===== config.mk =====
export PLATFORM = sky130hd
export DESIGN_NAME = ysyx_24080006_sysctrl
export DESIGN_NICKNAME = d
export VERILOG_FILES = /design/src/rtl/ysyx_24080006_sysctrl.sv
export SDC_FILE = /design/constraint.sdc
export NUM_CORES = 1
export LEC_CHECK = 0
export BUFFER_PORTS_ARGS = -buffer_cell sky130_fd_sc_hd__buf_2
export CORE_ASPECT_RATIO = 0.9
export CORE_MARGIN = 1.5
export CORE_UTILIZATION = 50
export CTS_CLUSTER_SIZE = 8
export DETAILED_ROUTE_END_ITERATION = 10
export GPL_TIMING_DRIVEN = 0
export PLACE_DENSITY = 0.86
export SYNTH_ARGS = -nofsm -noshare
export SYNTH_HDL_FRONTEND = slang
export SYNTH_SLANG_ARGS = --single-unit

===== constraint.sdc =====
create_clock -name clock -period 2.4 [get_ports clock]
set_clock_uncertainty 0.05 [all_clocks]
set_input_delay 0.36 -clock clock [delete_from_list [all_inputs] [get_ports clock]]
set_output_delay 0.36 -clock clock [all_outputs]
set_load 0.01 [all_outputs]

===== src/rtl/ysyx_24080006_sysctrl.sv =====
// SYSTEM-instruction sequencer: turns one CSR / ECALL / MRET / FENCE.I op into
// a CSR access, trap pulse or I-cache flush, then returns rd data and redirect.
module ysyx_24080006_sysctrl #(
  parameter bit FENCEI_EN = 1'b1
) (
  input  logic        clock,
  input  logic        reset,
  input  logic        in_valid,
  output logic        in_ready,
  input  logic [2:0]  in_op,
  input  logic [11:0] in_csr_addr,
  input  logic [31:0] in_wdata,
  input  logic        in_rs1_zero,
  input  logic        in_rd_zero,
  input  logic [31:0] in_pc,
  output logic        csr_enable,
  output logic [1:0]  csr_op,
  output logic [11:0] csr_name,
  output logic [31:0] csr_wdata,
  output logic [31:0] csr_pc,
  input  logic [31:0] csr_rdata,
  output logic        ecall,
  output logic        mret,
  output logic        fencei_req,
  input  logic        fencei_ack,
  output logic        out_valid,
  input  logic        out_ready,
  output logic        out_rd_we,
  output logic [31:0] out_rd_data,
  output logic        redirect_valid,
  output logic [31:0] redirect_pc
);

  localparam logic [1:0]  CSR_READ  = 2'd0;
  localparam logic [1:0]  CSR_WRITE = 2'd1;
  localparam logic [1:0]  CSR_SET   = 2'd2;
  localparam logic [1:0]  CSR_CLEAR = 2'd3;
  localparam logic [11:0] MTVEC     = 12'h305;
  localparam logic [11:0] MEPC      = 12'h341;

  typedef enum logic [2:0] {IDLE, ACCESS, TRAP, RET, FENCE, RESP} state_t;

  state_t      state_reg;
  logic [31:0] pc_reg;
  logic        rd_zero_reg;
  logic [1:0]  op_next;

  assign in_ready = (state_reg == IDLE) & ~reset;

  // Read-only forms (rs1/zimm == 0) must not write the CSR.
  always_comb begin
    op_next = CSR_READ;
    case (in_op)
      3'd0:    op_next = CSR_WRITE;
      3'd1:    op_next = in_rs1_zero ? CSR_READ : CSR_SET;
      3'd2:    op_next = in_rs1_zero ? CSR_READ : CSR_CLEAR;
      default: op_next = CSR_READ;
    endcase
  end

  always_ff @(posedge clock) begin
    if (reset) begin
      state_reg      <= IDLE;
      pc_reg         <= '0;
      rd_zero_reg    <= 1'b0;
      csr_enable     <= 1'b0;
      csr_op         <= CSR_READ;
      csr_name       <= '0;
      csr_wdata      <= '0;
      csr_pc         <= '0;
      ecall          <= 1'b0;
      mret           <= 1'b0;
      fencei_req     <= 1'b0;
      out_valid      <= 1'b0;
      out_rd_we      <= 1'b0;
      out_rd_data    <= '0;
      redirect_valid <= 1'b0;
      redirect_pc    <= '0;
    end else begin
      case (state_reg)
        IDLE: begin
          if (in_valid) begin
            pc_reg      <= in_pc;
            rd_zero_reg <= in_rd_zero;
            case (in_op)
              3'd0, 3'd1, 3'd2: begin
                state_reg  <= ACCESS;
                csr_enable <= 1'b1;
                csr_op     <= op_next;
                csr_name   <= in_csr_addr;
                csr_wdata  <= in_wdata;
              end
              3'd3: begin
                state_reg <= TRAP;
                ecall     <= 1'b1;
                csr_pc    <= in_pc;
                csr_name  <= MTVEC;
              end
              3'd4: begin
                state_reg <= RET;
                mret      <= 1'b1;
                csr_name  <= MEPC;
              end
              3'd5: begin
                state_reg  <= FENCE;
                fencei_req <= FENCEI_EN;
              end
              default: begin
                state_reg      <= RESP;
                out_valid      <= 1'b1;
                out_rd_we      <= 1'b0;
                out_rd_data    <= '0;
                redirect_valid <= 1'b0;
                redirect_pc    <= '0;
              end
            endcase
          end
        end
        ACCESS: begin
          state_reg      <= RESP;
          csr_enable     <= 1'b0;
          csr_op         <= CSR_READ;
          csr_name       <= '0;
          csr_wdata      <= '0;
          out_valid      <= 1'b1;
          out_rd_we      <= ~rd_zero_reg;
          out_rd_data    <= csr_rdata;
          redirect_valid <= 1'b0;
          redirect_pc    <= '0;
        end
        TRAP, RET: begin
          state_reg      <= RESP;
          ecall          <= 1'b0;
          mret           <= 1'b0;
          csr_pc         <= '0;
          csr_name       <= '0;
          out_valid      <= 1'b1;
          out_rd_we      <= 1'b0;
          out_rd_data    <= '0;
          redirect_valid <= 1'b1;
          redirect_pc    <= csr_rdata;
        end
        FENCE: begin
          // With the flush disabled there is nothing to wait for.
          if (fencei_ack || !FENCEI_EN) begin
            state_reg      <= RESP;
            fencei_req     <= 1'b0;
            out_valid      <= 1'b1;
            out_rd_we      <= 1'b0;
            out_rd_data    <= '0;
            redirect_valid <= 1'b1;
            redirect_pc    <= pc_reg + 32'd4;
          end
        end
        RESP: begin
          if (out_ready) begin
            state_reg      <= IDLE;
            out_valid      <= 1'b0;
            out_rd_we      <= 1'b0;
            redirect_valid <= 1'b0;
          end
        end
        default: state_reg <= IDLE;
      endcase
    end
  end

endmodule


==> metrics, run 1 <==
clk sinks=roughly 190; top_reg_cell synth=dfxtp_1; clk_lat worst skew=around 0.43 ns; hold_ws=roughly 0.13 ns; Reg-to-Reg Start=state_reg[2]; Slew @ Worst Pin=slightly below 0.8 ns; startpoint types=flip-flop; Final GP Congestion=~0.92; IO Count=268; VDD IR max=0.5611 mV; clock network power share=35.8%; mean post-synth cell area=8.225 um^2; commonest non-fill, non-tap cell in the layout=buf_2; WP data arrival=about 2.5 ns; Int Power=5455 uW; Crit path max-delay family=simple AND/OR/NAND/NOR gates; fin cells=about 1400; R2R Path End=redirect_pc[13]; post-route minimum period=~2.3 ns; layout cells sized above 1=between 20% and 30%; Critical Path RT=roughly 2.6 ns; fin util=about two thirds; Tightest Hold Check Type=in2reg; critical path startpoint=state_reg[2]; drt pass-1 iters=6; Crit. End Element=flip-flop; Syn-to-layout area delta=29.12%; total power=between 7000 and 8000 uW; Reg clk slew, reported paths=roughly 0.070 ns; CP max stage cell=a222oi_1; H-tree depth=4; first-pass GRT wire length=about 38000 um; Die Span X=roughly 130 um; Sequential Power Share=44.9%; final hold vios=0; all-layer global routing usage=between 30 and 40%; status=completed; Yosys Warn Count=0; DRC Markers=0; Initial Util=51.25%; PortBufs=approximately 270; Root Buffer=clkbuf_16; reg2reg setup slack=~0.13 ns; commonest non-fill, non-tap cells in the layout=275 x buf_2, 185 x dfxtp_1, 167 x nand2_1; drt first-iter violations=~750; critical path depth in cells=7; total net switching power=2255 uW; initial antenna violation count=2; quantity of hold-fixing buffers added after cts=0; # nets final=1326; setup TNS=0 ns; CTS tree=built; final WL=about 24000 um; vias in the first global route=~7500; max-cap violations=0; post-synthesis instance area=roughly 0.0076 mm^2; crit-path max FO=10; R2R depth=7; WL/cell=17.22 um; Leakage Power=roughly 0.004 uW; vias per cell=5.682; largest net degree at the start of global routing=17; dpl hpwl=18550 um; number of synthesized flops with an enable pin=0; CP bufs+invs=2; combinational share of power=19.3%; die height=between 100 and 150 um; row cnt=42; CP endpoint=redirect_pc[13]; global route total overflow=0; worst path cell trace=buf_2 -> nor3b_4 -> nand2_1 -> and2_1 -> clkbuf_1 -> a222oi_1 -> nor2_1; Max Clock Freq=~440 MHz; cells after synthesis=just over 900; async set-reset flop share out of synthesis=0%; Mapped Nets=between 1000 and 1500; dpl cells=1384; switching share of power=about 29%; Final setup violation count=0; vias post-DR=a little over 8000; post-route antenna net violation count=0; Die Area=between 0.015 and 0.02 mm^2; Seq/Total Area, Yosys=48.94%; Core ar.=0.01477 mm^2; largest stage delay on the critical path=0.40 ns; CTS Buf Count=17; crit path kind=reg2reg; fin crit share=94.68%; unrepaired setup endpoints after global routing=false; Synth Register Bits=around 190; Slew headroom=48.46%; synth unique cells=54; PD cells=789.1 mW/mm^2; worst-case clock buffer depth=2; pins over their slew limit=0
[cells by family after synthesis]
group	count (synthesis)	synth area share (%)
flip-flops	185	48.94
XOR/XNOR	21	2.431
AND/OR/NAND/NOR	382	23.25
adder cells (fa/ha/maj)	1	0.1653
AO/OA/AOI/OAI	244	19.89
multiplexers	2	0.2646
buffers and inverters	85	5.059
[what timing repair did]
action / CTS / global route
gates resized for setup: 1 / 7
buffers inserted: 0 / 2
pin swaps: 0 / 0
setup endpoints to repair: 1 / 75
[worst min-delay path by stage]
stage                        start              to  slack (ns)  cells after the start
floorplan              rd_zero_reg       out_rd_we        0.39                      1
global placement     csr_wdata[12]   csr_wdata[12]        0.39                      2
detailed placement  redirect_valid  redirect_valid        0.39                      2
CTS                   in_wdata[29]   csr_wdata[29]        0.11                      3
global route             in_pc[30]      csr_pc[30]        0.13                      3
finish                 in_wdata[7]    csr_wdata[7]        0.13                      3
[cell usage after synthesis, types with 7 or more instances]
master	n	share of area [%]
nand2b_1	7	0.58
nand2_1	167	8.3
clkbuf_1	56	2.8
a221oi_1	9	1.0
xnor2_1	8	0.93
o22ai_1	13	1.1
a22oi_1	57	5.7
nor2_1	68	3.4
o21ai_0	15	0.99
dfxtp_1	185	49
inv_1	9	0.45
nor4_1	8	0.66
xor2_1	13	1.5
a21oi_1	123	8.1
nand3_1	83	5.5
buf_2	9	0.60
and4_1	9	1.0
nor3_1	14	0.93
[power groups by stage]
stage / clock (uW) / combinational [uW] / sequential (uW)
4_1_cts: 2790 / 1460 / 3450
3_5_place_dp: 0 / 1450 / 3520
5_1_grt: 2920 / 1630 / 3490
6_report: 2760 / 1490 / 3460
2_1_floorplan: 0 / 789 / 3580
3_3_place_gp: 0 / 1420 / 3510
[worst register-to-register path: cells and delay by family, from the launching register on]
family                 cells  cell delay (ns)
buffers and inverters      2             0.51
AND/OR/NAND/NOR            4             0.85
flip-flops                 1             0.33
AO/OA/AOI/OAI              1             0.40
[cell type report]
class | instances | area, um^2
fill | 1226 | 4996
sequential | 185 | 3704
multi-input combinational | 650 | 3505
timing repair buffer | 268 | 1346
clock buffer | 26 | 489.2
buffer | 76 | 351.6
tap | 198 | 247.7
clock inverter | 6 | 88.84
inverter | 9 | 33.78
antenna | 2 | 5.005
[metrics by stage]
| stage | instance area (um^2) | setup slack [ns] |
|---|---|---|
| CTS | 9729 | 0.01749 |
| global route | 9771 | 0.02024 |
| floorplan | 7567 | 0.5110 |
| finish | 9771 | 0.1277 |
| detailed placement | 9146 | -0.1093 |
| global placement | 9146 | -0.04533 |
[routing by layer]
layer / wire [um] / vias up / GRT usage, %
li1: - / 3839 / -
met1: 9870 / 3785 / 36.88
met2: 11810 / 387 / 52.49
met3: 1946 / 57 / 6.041
met4: 826 / 0 / 12.98
met5: 0 / - / 0
Note: power is estimated with default switching activity, not from simulation.
==> run 2: changes to the inputs <==
--- a/config.mk
+++ b/config.mk
@@ -8,11 +8,11 @@
 export BUFFER_PORTS_ARGS = -buffer_cell sky130_fd_sc_hd__buf_2
 export CORE_ASPECT_RATIO = 0.9
 export CORE_MARGIN = 1.5
-export CORE_UTILIZATION = 50
+export CORE_UTILIZATION = 54
 export CTS_CLUSTER_SIZE = 8
 export DETAILED_ROUTE_END_ITERATION = 10
 export GPL_TIMING_DRIVEN = 0
-export PLACE_DENSITY = 0.86
+export PLACE_DENSITY = 0.92
 export SYNTH_ARGS = -nofsm -noshare
 export SYNTH_HDL_FRONTEND = slang
 export SYNTH_SLANG_ARGS = --single-unit
==> constraint.sdc (replaced) <==
create_clock -name clock -period 2.7 [get_ports clock]
set_clock_uncertainty 0.05 [all_clocks]
set_input_delay 0.405 -clock clock [delete_from_list [all_inputs] [get_ports clock]]
set_output_delay 0.405 -clock clock [all_outputs]
set_load 0.01 [all_outputs]
==> run 2 against run 1 <==
Via count grew 0.12%. Non-clock buffer count shrank 2. Sequential share of layout area grew 0.14 points. Register-to-register slack gained 0.10 ns. Flip-flop and latch count is the same. Critical path depth is the same. Global-route usage grew 1.9 points. Core utilization grew 5.9 points. Critical endpoint is now csr_pc[5]. Largest cell class unchanged.
==> metrics, run 2 (synthesized netlist as in run 1, its figures left out) <==
Final GP Congestion=0.9993 (+8.6%); unrepaired setup endpoints after global routing=false; Tightest Hold Check Type=in2reg; final WL=24310 um (-0.58%); quantity of hold-fixing buffers added after cts=0 (unchanged); drt pass-1 iters=5 (-1); clk_lat worst skew=0.43 ns (about the same); row cnt=40 (-4.8%); # nets final=1324 (-0.15%); IO Count=268 (unchanged); clk sinks=185 (unchanged); # fillers=1058 (-14%); CTS Buf Count=17 (unchanged); Root Buffer=clkbuf_16; multi-input logic area=0.003481 mm^2 (-0.68%); layout cells sized above 1=26.62% (about the same); largest net degree at the start of global routing=17 (unchanged); H-tree depth=4 (unchanged); largest stage delay on the critical path=0.66 ns (+0.26 ns); global route total overflow=0 (unchanged); Critical Path RT=3.00 ns (+0.36 ns); post-route antenna net violation count=0 (unchanged); vias in the first global route=7374 (-1.6%); Sequential Area=0.003704 mm^2 (unchanged); dpl hpwl=18180 um (-2.0%); final hold vios=0 (unchanged); VDD IR max=0.5363 mV (-4.4%); worst path cell trace=nand2b_1 -> or3_1 -> clkbuf_1 -> nor3_2 -> buf_2 -> nand2_1 -> a21oi_1; Initial Util=56.00% (+4.8 points); vias per cell=5.824 (+2.5%); crit path kind=reg2reg; Leakage Power=0.004112 uW (about the same); crit-path max FO=10 (unchanged); post-route minimum period=2.468 ns (+0.1961 ns); Worst Slack Setup Final=0.2316 ns (+0.1039 ns); CP max stage cell=nor3_2; design area=0.009736 mm^2 (-0.36%); Die Span X=127.8 um (-3.7%); WP data arrival=2.77 ns (+0.25 ns); total power=6992 uW (-9.3%); Crit path max-delay family=simple AND/OR/NAND/NOR gates; DRC Markers=0 (unchanged); Final setup violation count=0 (unchanged); PortBufs=266 (unchanged); Slew @ Worst Pin=1.177 ns (+0.4084 ns); status=completed; first-pass GRT wire length=37120 um (-2.6%); Max Clock Freq=405.1 MHz (-7.9%); setup TNS=0 ns (unchanged); Die Area=0.01473 mm^2 (-7.2%); reg2reg setup slack=0.23 ns (+0.10 ns); PD cells=718.2 mW/mm^2 (-9.0%); fin crit share=91.42% (-3.3 points); max-cap violations=0 (unchanged); drt first-iter violations=760 (+2.0%); all-layer global routing usage=32.29% (+1.9 points); die height=115.3 um (-3.7%); worst-case clock buffer depth=2 (unchanged); Post-CTS Resized=0 (-1); Placement Setup Slack=0.1451 ns (+0.2544 ns); initial antenna violation count=1 (-1); instance area at placement=0.009109 mm^2 (-0.41%); Core ar.=0.01351 mm^2 (-8.5%); Reg clk slew, reported paths=0.07 ns (about the same); commonest non-fill, non-tap cells in the layout=275 x buf_2, 185 x dfxtp_1, 167 x nand2_1; setup bufs post-CTS=0 (unchanged); CTS tree=built; Crit. End Element=flip-flop; Slew headroom=20.91% (-28 points); vias post-DR=8078 (+0.12%); Syn-to-layout area delta=28.65%; pins over their slew limit=0 (unchanged); CP bufs+invs=2 (unchanged); startpoint types=flip-flop; commonest non-fill, non-tap cell in the layout=buf_2; WL/cell=17.53 um (+1.8%)
## run 2: layer usage
layer  routed length, um  GRT usage (%)
met5                   0              0
met4                1003          15.73
met3                2142          7.631
met2               11680          55.99
met1                9489          37.83
## run 2: power by group
group / switching [uW] / internal (uW)
clock network: 1050 / 1550
registers: 146 / 2930
logic: 840 / 466
total: 2040 / 4950
## run 2: path summary, 6_finish.rpt
| kind | startpoint | cells past startpoint | to |
|---|---|---|---|
| worst max-delay path | state_reg[2] | 7 | csr_pc[5] |
| worst min-delay path | in_wdata[22] | 3 | csr_wdata[22] |
| worst max register to register | state_reg[2] | 7 | csr_pc[5] |
| worst min register to register | csr_wdata[22] | 2 | csr_wdata[22] |
## run 2: worst min-delay path, stage by stage
cell and delay (ns):
buf_2 0.09, nand3_1 0.05, a21oi_1 0.06
## run 2: metrics by stage
step	util, %	instances	hold slack [ns]
floorplan	-	920	0.3862
finish	72.05	1387	0.1738
global route	72.03	1386	0.1730
detailed placement	67.41	1354	0.3882
global placement	67.41	1354	0.3847
CTS	72.01	1385	0.1645
## run 2: final cells by class
| type | instances | area share, % |
|---|---|---|
| Antenna cell | 2 | 0.05141 |
| Multi-Input combinational cell | 650 | 35.75 |
| Clock buffer | 21 | 4.935 |
| Timing Repair Buffer | 266 | 13.67 |
| Buffer | 76 | 3.586 |
| Sequential cell | 185 | 38.04 |
| Inverter | 9 | 0.3470 |
| Clock inverter | 10 | 1.452 |
| Tap cell | 168 | 2.159 |
